==> config.mk <==
export PLATFORM = sky130hd
export DESIGN_NAME = cook_timer_flat
export DESIGN_NICKNAME = d
export VERILOG_FILES = /design/src/rtl/cook_timer_pkg.sv /design/src/rtl/cook_timer_if.sv /design/src/rtl/cook_timer_bcd_digit_down.sv /design/src/rtl/cook_timer.sv /design/src/flat_wrapper.sv
export SDC_FILE = /design/constraint.sdc
export NUM_CORES = 1
export LEC_CHECK = 0
export BUFFER_PORTS_ARGS = -buffer_cell sky130_fd_sc_hd__buf_2
export CORE_MARGIN = 3
export CORE_UTILIZATION = 45
export DETAILED_ROUTE_END_ITERATION = 7
export PLACE_DENSITY = 0.7
export SLEW_MARGIN = 20
export SYNTH_ARGS = -nofsm -noshare
export SYNTH_HDL_FRONTEND = slang
export SYNTH_HIERARCHICAL = 1
export SYNTH_SLANG_ARGS = --single-unit
==> constraint.sdc <==
create_clock -name clk -period 4.7 [get_ports clk]
set_clock_uncertainty 0.1 [all_clocks]
set_input_delay 0.47 -clock clk [delete_from_list [all_inputs] [get_ports clk]]
set_output_delay 0.47 -clock clk [all_outputs]
set_load 0.02 [all_outputs]
==> src/rtl/cook_timer_pkg.sv <==
// Shared definitions for the cook timer and the display stage: BCD limits and the MM:SS digit type.
package cook_timer_pkg;

    localparam logic [3:0] BCD_MAX       = 4'd9;
    localparam logic [3:0] SEC_TENS_WRAP = 4'd5;

    // {M1, M0, S1, S0}, M1 in [15:12]
    typedef logic [15:0] bcd_time_t;

endpackage

==> src/rtl/cook_timer_if.sv <==
// Control and status bundle between the cook timer, magnetron control, keypad and display.
interface cook_timer_if;
    import cook_timer_pkg::*;

    logic       mag_on;
    logic       Nclear;
    logic       key_valid;
    logic [3:0] key_digit;
    bcd_time_t  bcd_time;
    logic       time_over;
    logic       beep;

    modport master (
        output mag_on, Nclear, key_valid, key_digit,
        input  bcd_time, time_over, beep
    );

    modport slave (
        input  mag_on, Nclear, key_valid, key_digit,
        output bcd_time, time_over, beep
    );

endinterface

==> src/rtl/cook_timer_bcd_digit_down.sv <==
// One BCD digit of the countdown borrow chain: decrements, or wraps to 'wrap' and borrows at 0.
module bcd_digit_down (
    input  logic [3:0] digit,
    input  logic       dec_en,
    input  logic [3:0] wrap,
    output logic [3:0] next_digit,
    output logic       borrow
);

    always_comb begin
        next_digit = digit;
        borrow     = 1'b0;
        if (dec_en) begin
            if (digit == 4'd0) begin
                next_digit = wrap;
                borrow     = 1'b1;
            end else begin
                next_digit = digit - 4'd1;
            end
        end
    end

endmodule

==> src/rtl/cook_timer.sv <==
// MM:SS BCD countdown timer with keypad entry, clear and one-second prescaler.
// Optional done pulse on 'beep' when COOK_TIMER_BEEP_EN is defined.
module cook_timer
    import cook_timer_pkg::*;
#(
    parameter int unsigned TICK_DIV    = 100,
    parameter int unsigned BEEP_CYCLES = 50
) (
    input  logic         clk,
    input  logic         rst,
    cook_timer_if.slave  bus
);

    localparam int unsigned     PrescW   = $clog2(TICK_DIV);
    localparam logic [PrescW-1:0] PrescMax = PrescW'(TICK_DIV - 1);

    if (TICK_DIV < 2) begin : g_bad_tick_div
        $error("cook_timer: TICK_DIV must be at least 2");
    end
    if (BEEP_CYCLES < 1) begin : g_bad_beep_cycles
        $error("cook_timer: BEEP_CYCLES must be at least 1");
    end

    bcd_time_t         time_q, time_d, dec_time;
    logic [PrescW-1:0] presc_q, presc_d;
    logic [4:0]        borrow;
    logic              running, wrap_now, key_ok;

    assign running  = bus.mag_on && (time_q != '0);
    assign wrap_now = running && (presc_q == PrescMax);
    assign key_ok   = bus.key_valid && !bus.mag_on && (bus.key_digit <= BCD_MAX);

    assign borrow[0] = wrap_now;

    bcd_digit_down u_s0 (
        .digit      (time_q[3:0]),
        .dec_en     (borrow[0]),
        .wrap       (BCD_MAX),
        .next_digit (dec_time[3:0]),
        .borrow     (borrow[1])
    );

    bcd_digit_down u_s1 (
        .digit      (time_q[7:4]),
        .dec_en     (borrow[1]),
        .wrap       (SEC_TENS_WRAP),
        .next_digit (dec_time[7:4]),
        .borrow     (borrow[2])
    );

    bcd_digit_down u_m0 (
        .digit      (time_q[11:8]),
        .dec_en     (borrow[2]),
        .wrap       (BCD_MAX),
        .next_digit (dec_time[11:8]),
        .borrow     (borrow[3])
    );

    bcd_digit_down u_m1 (
        .digit      (time_q[15:12]),
        .dec_en     (borrow[3]),
        .wrap       (BCD_MAX),
        .next_digit (dec_time[15:12]),
        .borrow     (borrow[4])
    );

    always_comb begin
        time_d  = time_q;
        presc_d = presc_q;
        if (!bus.Nclear) begin
            time_d  = '0;
            presc_d = '0;
        end else if (key_ok) begin
            time_d  = {time_q[11:0], bus.key_digit};
            presc_d = '0;
        end else if (running) begin
            if (wrap_now) begin
                presc_d = '0;
                // Running implies a nonzero time, so the top digit never borrows; guard anyway.
                time_d  = borrow[4] ? time_q : dec_time;
            end else begin
                presc_d = presc_q + PrescW'(1);
            end
        end
    end

    always_ff @(posedge clk) begin
        if (rst) begin
            time_q  <= '0;
            presc_q <= '0;
        end else begin
            time_q  <= time_d;
            presc_q <= presc_d;
        end
    end

    assign bus.bcd_time  = time_q;
    assign bus.time_over = (time_q == '0);

`ifdef COOK_TIMER_BEEP_EN
    localparam int unsigned BeepW = $clog2(BEEP_CYCLES + 1);

    logic [BeepW-1:0] beep_q, beep_d;

    // Only a countdown step from 00:01 starts the pulse; clear aborts it.
    always_comb begin
        beep_d = beep_q;
        if (!bus.Nclear) begin
            beep_d = '0;
        end else if (wrap_now && (time_q == 16'h0001)) begin
            beep_d = BeepW'(BEEP_CYCLES);
        end else if (beep_q != '0) begin
            beep_d = beep_q - BeepW'(1);
        end
    end

    always_ff @(posedge clk) begin
        if (rst) begin
            beep_q <= '0;
        end else begin
            beep_q <= beep_d;
        end
    end

    assign bus.beep = (beep_q != '0);
`else
    assign bus.beep = 1'b0;
`endif

endmodule
==> src/flat_wrapper.sv <==
// flat-port wrapper written by rule: the top's interface ports become plain ports
module cook_timer_flat import cook_timer_pkg::*;
#(
    parameter int unsigned TICK_DIV    = 100,
    parameter int unsigned BEEP_CYCLES = 50
)
  (clk, rst, bus_mag_on, bus_Nclear, bus_key_valid, bus_key_digit, bus_bcd_time, bus_time_over, bus_beep);
  cook_timer_if bus_i ();
  input  logic clk;
  input  logic rst;
  input wire logic [$bits(bus_i.mag_on)-1:0] bus_mag_on;
  input wire logic [$bits(bus_i.Nclear)-1:0] bus_Nclear;
  input wire logic [$bits(bus_i.key_valid)-1:0] bus_key_valid;
  input wire logic [$bits(bus_i.key_digit)-1:0] bus_key_digit;
  output wire logic [$bits(bus_i.bcd_time)-1:0] bus_bcd_time;
  output wire logic [$bits(bus_i.time_over)-1:0] bus_time_over;
  output wire logic [$bits(bus_i.beep)-1:0] bus_beep;
  assign bus_i.mag_on = bus_mag_on;
  assign bus_i.Nclear = bus_Nclear;
  assign bus_i.key_valid = bus_key_valid;
  assign bus_i.key_digit = bus_key_digit;
  assign bus_bcd_time = bus_i.bcd_time;
  assign bus_time_over = bus_i.time_over;
  assign bus_beep = bus_i.beep;
  cook_timer #(.TICK_DIV(TICK_DIV), .BEEP_CYCLES(BEEP_CYCLES)) u_core (.clk(clk), .rst(rst), .bus(bus_i));
endmodule
==> results.py, run 1 <==
metrics = {
    "clock_tree": {
        "cts.root.buffer_cell": "clkbuf_8",
        "clock_tree_from_tritoncts": "yes",
        "clk-insertion-delay-late_ns": 0.26,
        "cts_made_buffers": 3,
        "cts.hold.buffers_added": 0,
        "clock_tree.htree_level_count": 1,
        "cts_resized": 0,
        "worst_setup_hold_path_clk_slew_ns": 0.08,
        "cts_max_path_buffers": 2,
        "post_cts.repair.setup_buffers": 0,
        "cts_num_sinks": 23,
    },
    "die": {
        "fp.coreArea_sq_um": 3830,
        "die_w_microns": 70.3,
        "floorplan.io_pins": 27,
        "floorplan.die.height_microns": 70.3,
        "num_rows": 22,
        "die_area_sq_um": 4940,
        "start_util_pct": 48.6,
    },
    "place": {
        "port_buffers": 25,
        "gpl.final_weighted_congestion": 0.758,
        "hpwl_microns": 2970,
    },
    "yosys": {
        "ys_async_sr_fraction_pct": 0,
        "dominantRegCellSynth": "dfxtp_1",
        "synth.ff_latch_count": 23,
        "synth_sequential_area_ratio_pct": 24.7,
        "synth-edff-count": 0,
        "synthesis.instances": 245,
        "synthDominantAreaCellType": "dfxtp_1",
        "netlist-cell-type-count": 36,
        "netlist_area_sq_um": 1860,
        "ranking_of_synthesized_cells_by_area": "dfxtp_1 (25%), nand2_1 (8.7%), o211ai_1 (7.7%)",
        "synthDominantCellAreaShare_pct": 24.7,
        "postSynthAreaPerCell_sq_um": 7.59,
        "yosys_warn_count": 6,
    },
    "global_routing": {
        "grt_overflow_total": 0,
        "antenna_found_initial": 0,
        "maximum_number_of_pins_on_one_net_before_global_route_repair": 33,
        "first_global_vias": 1605,
        "grt_first_pass_wirelength_microns": 7170,
        "grtUsageTotal_pct": 17.0,
    },
    "setup_path": {
        "reg2reg_setup_slack_ns": 1.06,
        "critPathRequiredTime_ns": 4.73,
        "arrival_ns": 3.66,
        "worst-setup-path-type": "register to register",
        "crit_path_start_kind": "register",
        "worst-path-max-fanout": 23,
        "worstSetupEndpointType": "register",
    },
    "sta": {
        "tns_ns": 0,
        "rsz0062_at_grt": "no",
        "max_slew_margin_pct": 51.6,
        "layout_worst_path_cycle_share_pct": 77.3,
        "maxClockFrequency_ghz": 0.275,
        "hold_slack_ns": 0.326,
        "timing.final.hold_violations": 0,
        "finalMaxSlewViolations": 0,
        "timing_worst_slew_pin_value_ns": 0.718,
        "timing.final.crit_period_ns": 3.64,
        "finalSetupViolCount": 0,
    },
    "power_and_ir_drop": {
        "worst_ir_drop_vdd_mv": 0.139,
        "power.leakage_uw": 0.000744,
        "areal_power_density_over_the_cells_nw_per_um2": 171,
    },
    "final_layout": {
        "drive_above_1_share_pct": 16.7,
        "antenna_cells_inserted": 0,
        "synthToLayoutAreaGrowth_pct": 11.0,
        "nets": 290,
        "final_common_cell": "nand2_1",
        "final_cell_mix": "nand2_1 (43), buf_2 (25), dfxtp_1 (23)",
        "fillCellCount": 386,
    },
    "flow_run": {
        "maxCapViolations": 0,
    },
    "drt": {
        "routedWlPerCell_microns": 12.9,
        "viasPerCell": 5.65,
        "route.final.wire_length_microns": 4160,
        "antenna_violating_nets_post_route": 0,
        "drt_first_iter_violations": 40,
        "drc_errors": 0,
        "vias": 1825,
        "dr.pass1.iters": 4,
    },
    "run_status": {
        "run_status": "completed",
    },
    "min_path": {
        "timing.hold.worst.class": "primary input to register",
    },
}
synth_stat cells, types with 2 or more instances:
library cell   n
a21oi_1       17
and2_2         4
and2b_2        4
and3_1         5
buf_2          2
buf_6          5
clkbuf_1       9
conb_1         2
dfxtp_1       23
ha_1           5
inv_1         10
mux2i_1        4
nand2_1       43
nand2b_1       6
nand3_1        8
nor2_1         5
nor2b_1        2
nor3_1        13
nor3b_4        4
nor4_1         5
o211ai_1      19
o21ai_0       12
o221ai_1       4
o311ai_0      15
or3_1          2
or3b_1         4
or4_1          4
critical path, cell delays in order, from the launching register on:
cell      delay (ns)
dfxtp_1         0.40
ha_1            0.25
nand3b_2        0.33
nor2_1          0.55
and2_2          0.35
and2_2          0.26
and2_2          0.26
and2_2          0.32
or3_1           0.50
o211ai_1        0.17
power by group:
part           switching, uW  internal [uW]
sequential              2.04            196
clock                   61.4           60.4
combinational           21.4           12.7
total                   84.8            269
flip-flops by register name (all words and copies together) (netlist names):
| name | flops |
|---|---|
| u_core/bus.bcd_time | 16 |
| u_core/presc_q | 7 |
metrics by stage:
stage                     std cells  setup WS [ns]  cell area [sq um]  util [%]  power [uW]
after CTS                       323           1.07               2070      54.0         356
after global routing            323          0.666               2070      54.0         368
after detailed placement        319           1.10               2020      52.8         236
final                           323           1.06               2070      54.0         353
after floorplan                 260           1.28               1920         -         226
after global placement          319           1.16               2020      52.8         236
final cells by class:
cell class / instances / area, sq um / area share, %
inverters: 10 / 37.5 / 1.82
multi-input cells: 210 / 1320 / 63.7
repair buffers: 28 / 148 / 7.15
clock buffers: 4 / 45.0 / 2.18
flip-flops and latches: 23 / 460 / 22.3
well taps: 48 / 60.1 / 2.91
routing by layer:
layer,GRT usage [%],vias to the layer above,wire length [microns]
li1,-,963,-
met1,25.0,833,2140
met2,26.4,25,1850
met3,1.73,4,127
met4,4.26,0,38
met5,0,-,0
final timing paths:
| kind | start | to | cells after the start |
|---|---|---|---|
| setup / recovery | u_core/presc_q[0]$_SDFFE_PP0P_ | u_core/bus.bcd_time[6]$_SDFFE_PP0P_ | 9 |
| hold / removal | bus_key_digit[0] | u_core/bus.bcd_time[0]$_SDFFE_PP0P_ | 3 |
| setup reg to reg | u_core/presc_q[0]$_SDFFE_PP0P_ | u_core/bus.bcd_time[6]$_SDFFE_PP0P_ | 9 |
| hold reg to reg | u_core/presc_q[6]$_SDFFE_PP0P_ | u_core/presc_q[6]$_SDFFE_PP0P_ | 2 |
logic make-up (layout without fill, tap and decap cells):
kind of cell,Yosys count,after routing,synth area share (%)
simple gates,114,114,35.8
fa+ha+maj,5,5,3.36
compound gates,70,70,25.8
mux,4,4,2.15
flops,23,23,24.7
buf+inv,27,42,7.80
other cells,2,17,0.404
No activity file was read; power rests on OpenSTA's default activity.
==> run 2, diff against run 1 <==
- clock period: 4.7 -> 3.4 ns (I/O delays scaled with it)
==> results.py, run 2 (synthesis gave the netlist of run 1 again) <==
metrics = {
    "setup_path": {
        "r2r_cells": 9,
        "cpMostUsedCell": "and2_2",
        "arrival_ns": 3.08,
        "worst-path-max-fanout": 17,
        "timing.critical_path.slowest_cell_delay_ns": 0.53,
        "crit_slowest_cell": "or3_4",
        "critPathRequiredTime_ns": 3.48,
        "crit_path_start_kind": "register",
        "worst-setup-path-type": "register to register",
        "worstSetupEndpointType": "register",
        "worstPathCellList": "nor4_1 -> a41o_1 -> nor2_1 -> and2_2 -> and2_2 -> and2_2 -> and2_2 -> or3_4 -> o211ai_1",
    },
    "final_layout": {
        "final_cell_mix": "nand2_1 (43), buf_2 (25), dfxtp_1 (23)",
        "final_common_cell": "nand2_1",
        "final_core_area_utilization_pct": 56.8,
        "flip_flop_count_of_the_largest_register_after_layout": 16,
        "seq_area_sq_um": 460,
        "multiInputGateArea_sq_um": 1340,
        "drive_above_1_share_pct": 21.7,
        "nets": 301,
        "fillCellCount": 378,
        "synthToLayoutAreaGrowth_pct": 16.8,
        "antenna_cells_inserted": 0,
    },
    "clock_tree": {
        "clk-insertion-delay-late_ns": 0.26,
        "cts_max_path_buffers": 2,
        "cts_made_buffers": 3,
        "cts.root.buffer_cell": "clkbuf_8",
        "post_cts.repair.setup_buffers": 0,
        "clock_tree_from_tritoncts": "yes",
        "cts_num_sinks": 23,
        "cts_resized": 0,
        "worst_setup_hold_path_clk_slew_ns": 0.09,
        "cts.hold.buffers_added": 0,
        "clock_tree.htree_level_count": 1,
    },
    "sta": {
        "finalSetupViolCount": 0,
        "timing.final.crit_period_ns": 3.00,
        "maxClockFrequency_ghz": 0.333,
        "timing.final.hold_violations": 0,
        "tns_ns": 0,
        "hold_slack_ns": 0.214,
        "timing_worst_slew_pin_value_ns": 0.698,
        "finalMaxSlewViolations": 0,
        "rsz0062_at_grt": "no",
        "finalWorstSetupSlack_ns": 0.396,
        "layout_worst_path_cycle_share_pct": 88.4,
        "max_slew_margin_pct": 52.9,
    },
    "drt": {
        "drc_errors": 0,
        "top_layer_used": "met4",
        "vias": 1922,
        "routedWlPerCell_microns": 13.5,
        "antenna_violating_nets_post_route": 0,
        "drt_first_iter_violations": 115,
        "dr.pass1.iters": 4,
        "detail_route.wirelength.met1_microns": 2190,
        "route.final.wire_length_microns": 4510,
        "wl_met3_microns": 283,
        "viasPerCell": 5.75,
        "met2_length_microns": 1980,
    },
    "place": {
        "gpl.final_weighted_congestion": 0.792,
        "hpwl_microns": 3200,
        "post-place-ws_ns": 0.260,
        "port_buffers": 25,
    },
    "global_routing": {
        "grt_overflow_total": 0,
        "maximum_number_of_pins_on_one_net_before_global_route_repair": 34,
        "antenna_found_initial": 0,
        "grt_first_pass_wirelength_microns": 7710,
        "first_global_vias": 1709,
        "grtUsageTotal_pct": 18.3,
    },
    "min_path": {
        "worstHoldPathCells": 3,
        "timing.hold.worst.class": "primary input to register",
    },
    "power_and_ir_drop": {
        "power.leakage_uw": 0.000812,
        "seq_power_share_pct": 55.2,
        "comb_power_share_pct": 10.3,
        "totalPowerFinal_uw": 493,
        "worst_ir_drop_vdd_mv": 0.144,
        "areal_power_density_over_the_cells_nw_per_um2": 227,
        "cell_internal_pwr_uw": 371,
        "switchingPower_uw": 122,
        "netSwitchingFraction_pct": 24.8,
        "share_clk_of_total_power_pct": 34.6,
    },
    "run_status": {
        "run_status": "completed",
    },
    "die": {
        "floorplan.io_pins": 27,
        "start_util_pct": 48.6,
        "num_rows": 22,
        "fp.coreArea_sq_um": 3830,
        "die_area_sq_um": 4940,
        "die_w_microns": 70.3,
        "floorplan.die.height_microns": 70.3,
    },
    "flow_run": {
        "maxCapViolations": 0,
    },
}
==> run 2: changes by cell type in the layout (fill, tap and decap cells not counted) <==
cell      before  now
buf_4          3   14
or3_4          0    1
nor4_1         5    2
or3_1          2    1
clkinv_2       0    1
clkbuf_1       1    0
nor4_2         0    3
==> run 2: power by group through the flow <==
stage / Combinational [uW] / Sequential [uW] / Clock, uW
after floorplan: 32.2 / 280 / 0
after global placement: 49.9 / 278 / 0
after detailed placement: 50.0 / 278 / 0
after CTS: 50.2 / 272 / 175
after global routing: 57.1 / 272 / 186
final: 50.7 / 272 / 170
==> run 2: metrics by stage <==
stage               cell area [sq um]  instances
global placement                 2120        330
finish                           2170        334
CTS                              2170        334
detailed placement               2120        330
floorplan                        1940        260
global route                     2170        334
==> run 2: worst max-delay path, delay by kind of cell (launching register included) <==
family	cells	cell delay [ns]
and+or+nand+nor	7	1.94
AOI/OAI and AO/OA	2	0.46
DFF	1	0.41
==> run 2: area by class of cell <==
type | instances | share of cell area, %
Clock buffer | 3 | 1.90
Clock inverter | 1 | 0.230
Inverter | 10 | 1.73
Multi-Input combinational cell | 210 | 61.6
Sequential cell | 23 | 21.2
Tap cell | 48 | 2.76
Timing Repair Buffer | 39 | 10.6
==> run 2: metal layers <==
metal	vias up	global-route usage [%]
met3	4	1.73
met4	0	5.53
met2	60	29.0
li1	981	-
met5	-	0
met1	877	26.1
==> run 2: worst paths after layout <==
path / startpoint / to / slack, ns
setup / recovery: u_core/bus.bcd_time[6]$_SDFFE_PP0P_ / u_core/bus.bcd_time[13]$_SDFFE_PP0P_ / 0.40
hold / removal: bus_key_digit[0] / u_core/bus.bcd_time[0]$_SDFFE_PP0P_ / 0.21
setup reg to reg: u_core/bus.bcd_time[6]$_SDFFE_PP0P_ / u_core/bus.bcd_time[13]$_SDFFE_PP0P_ / 0.40
hold reg to reg: u_core/presc_q[6]$_SDFFE_PP0P_ / u_core/presc_q[6]$_SDFFE_PP0P_ / 0.38
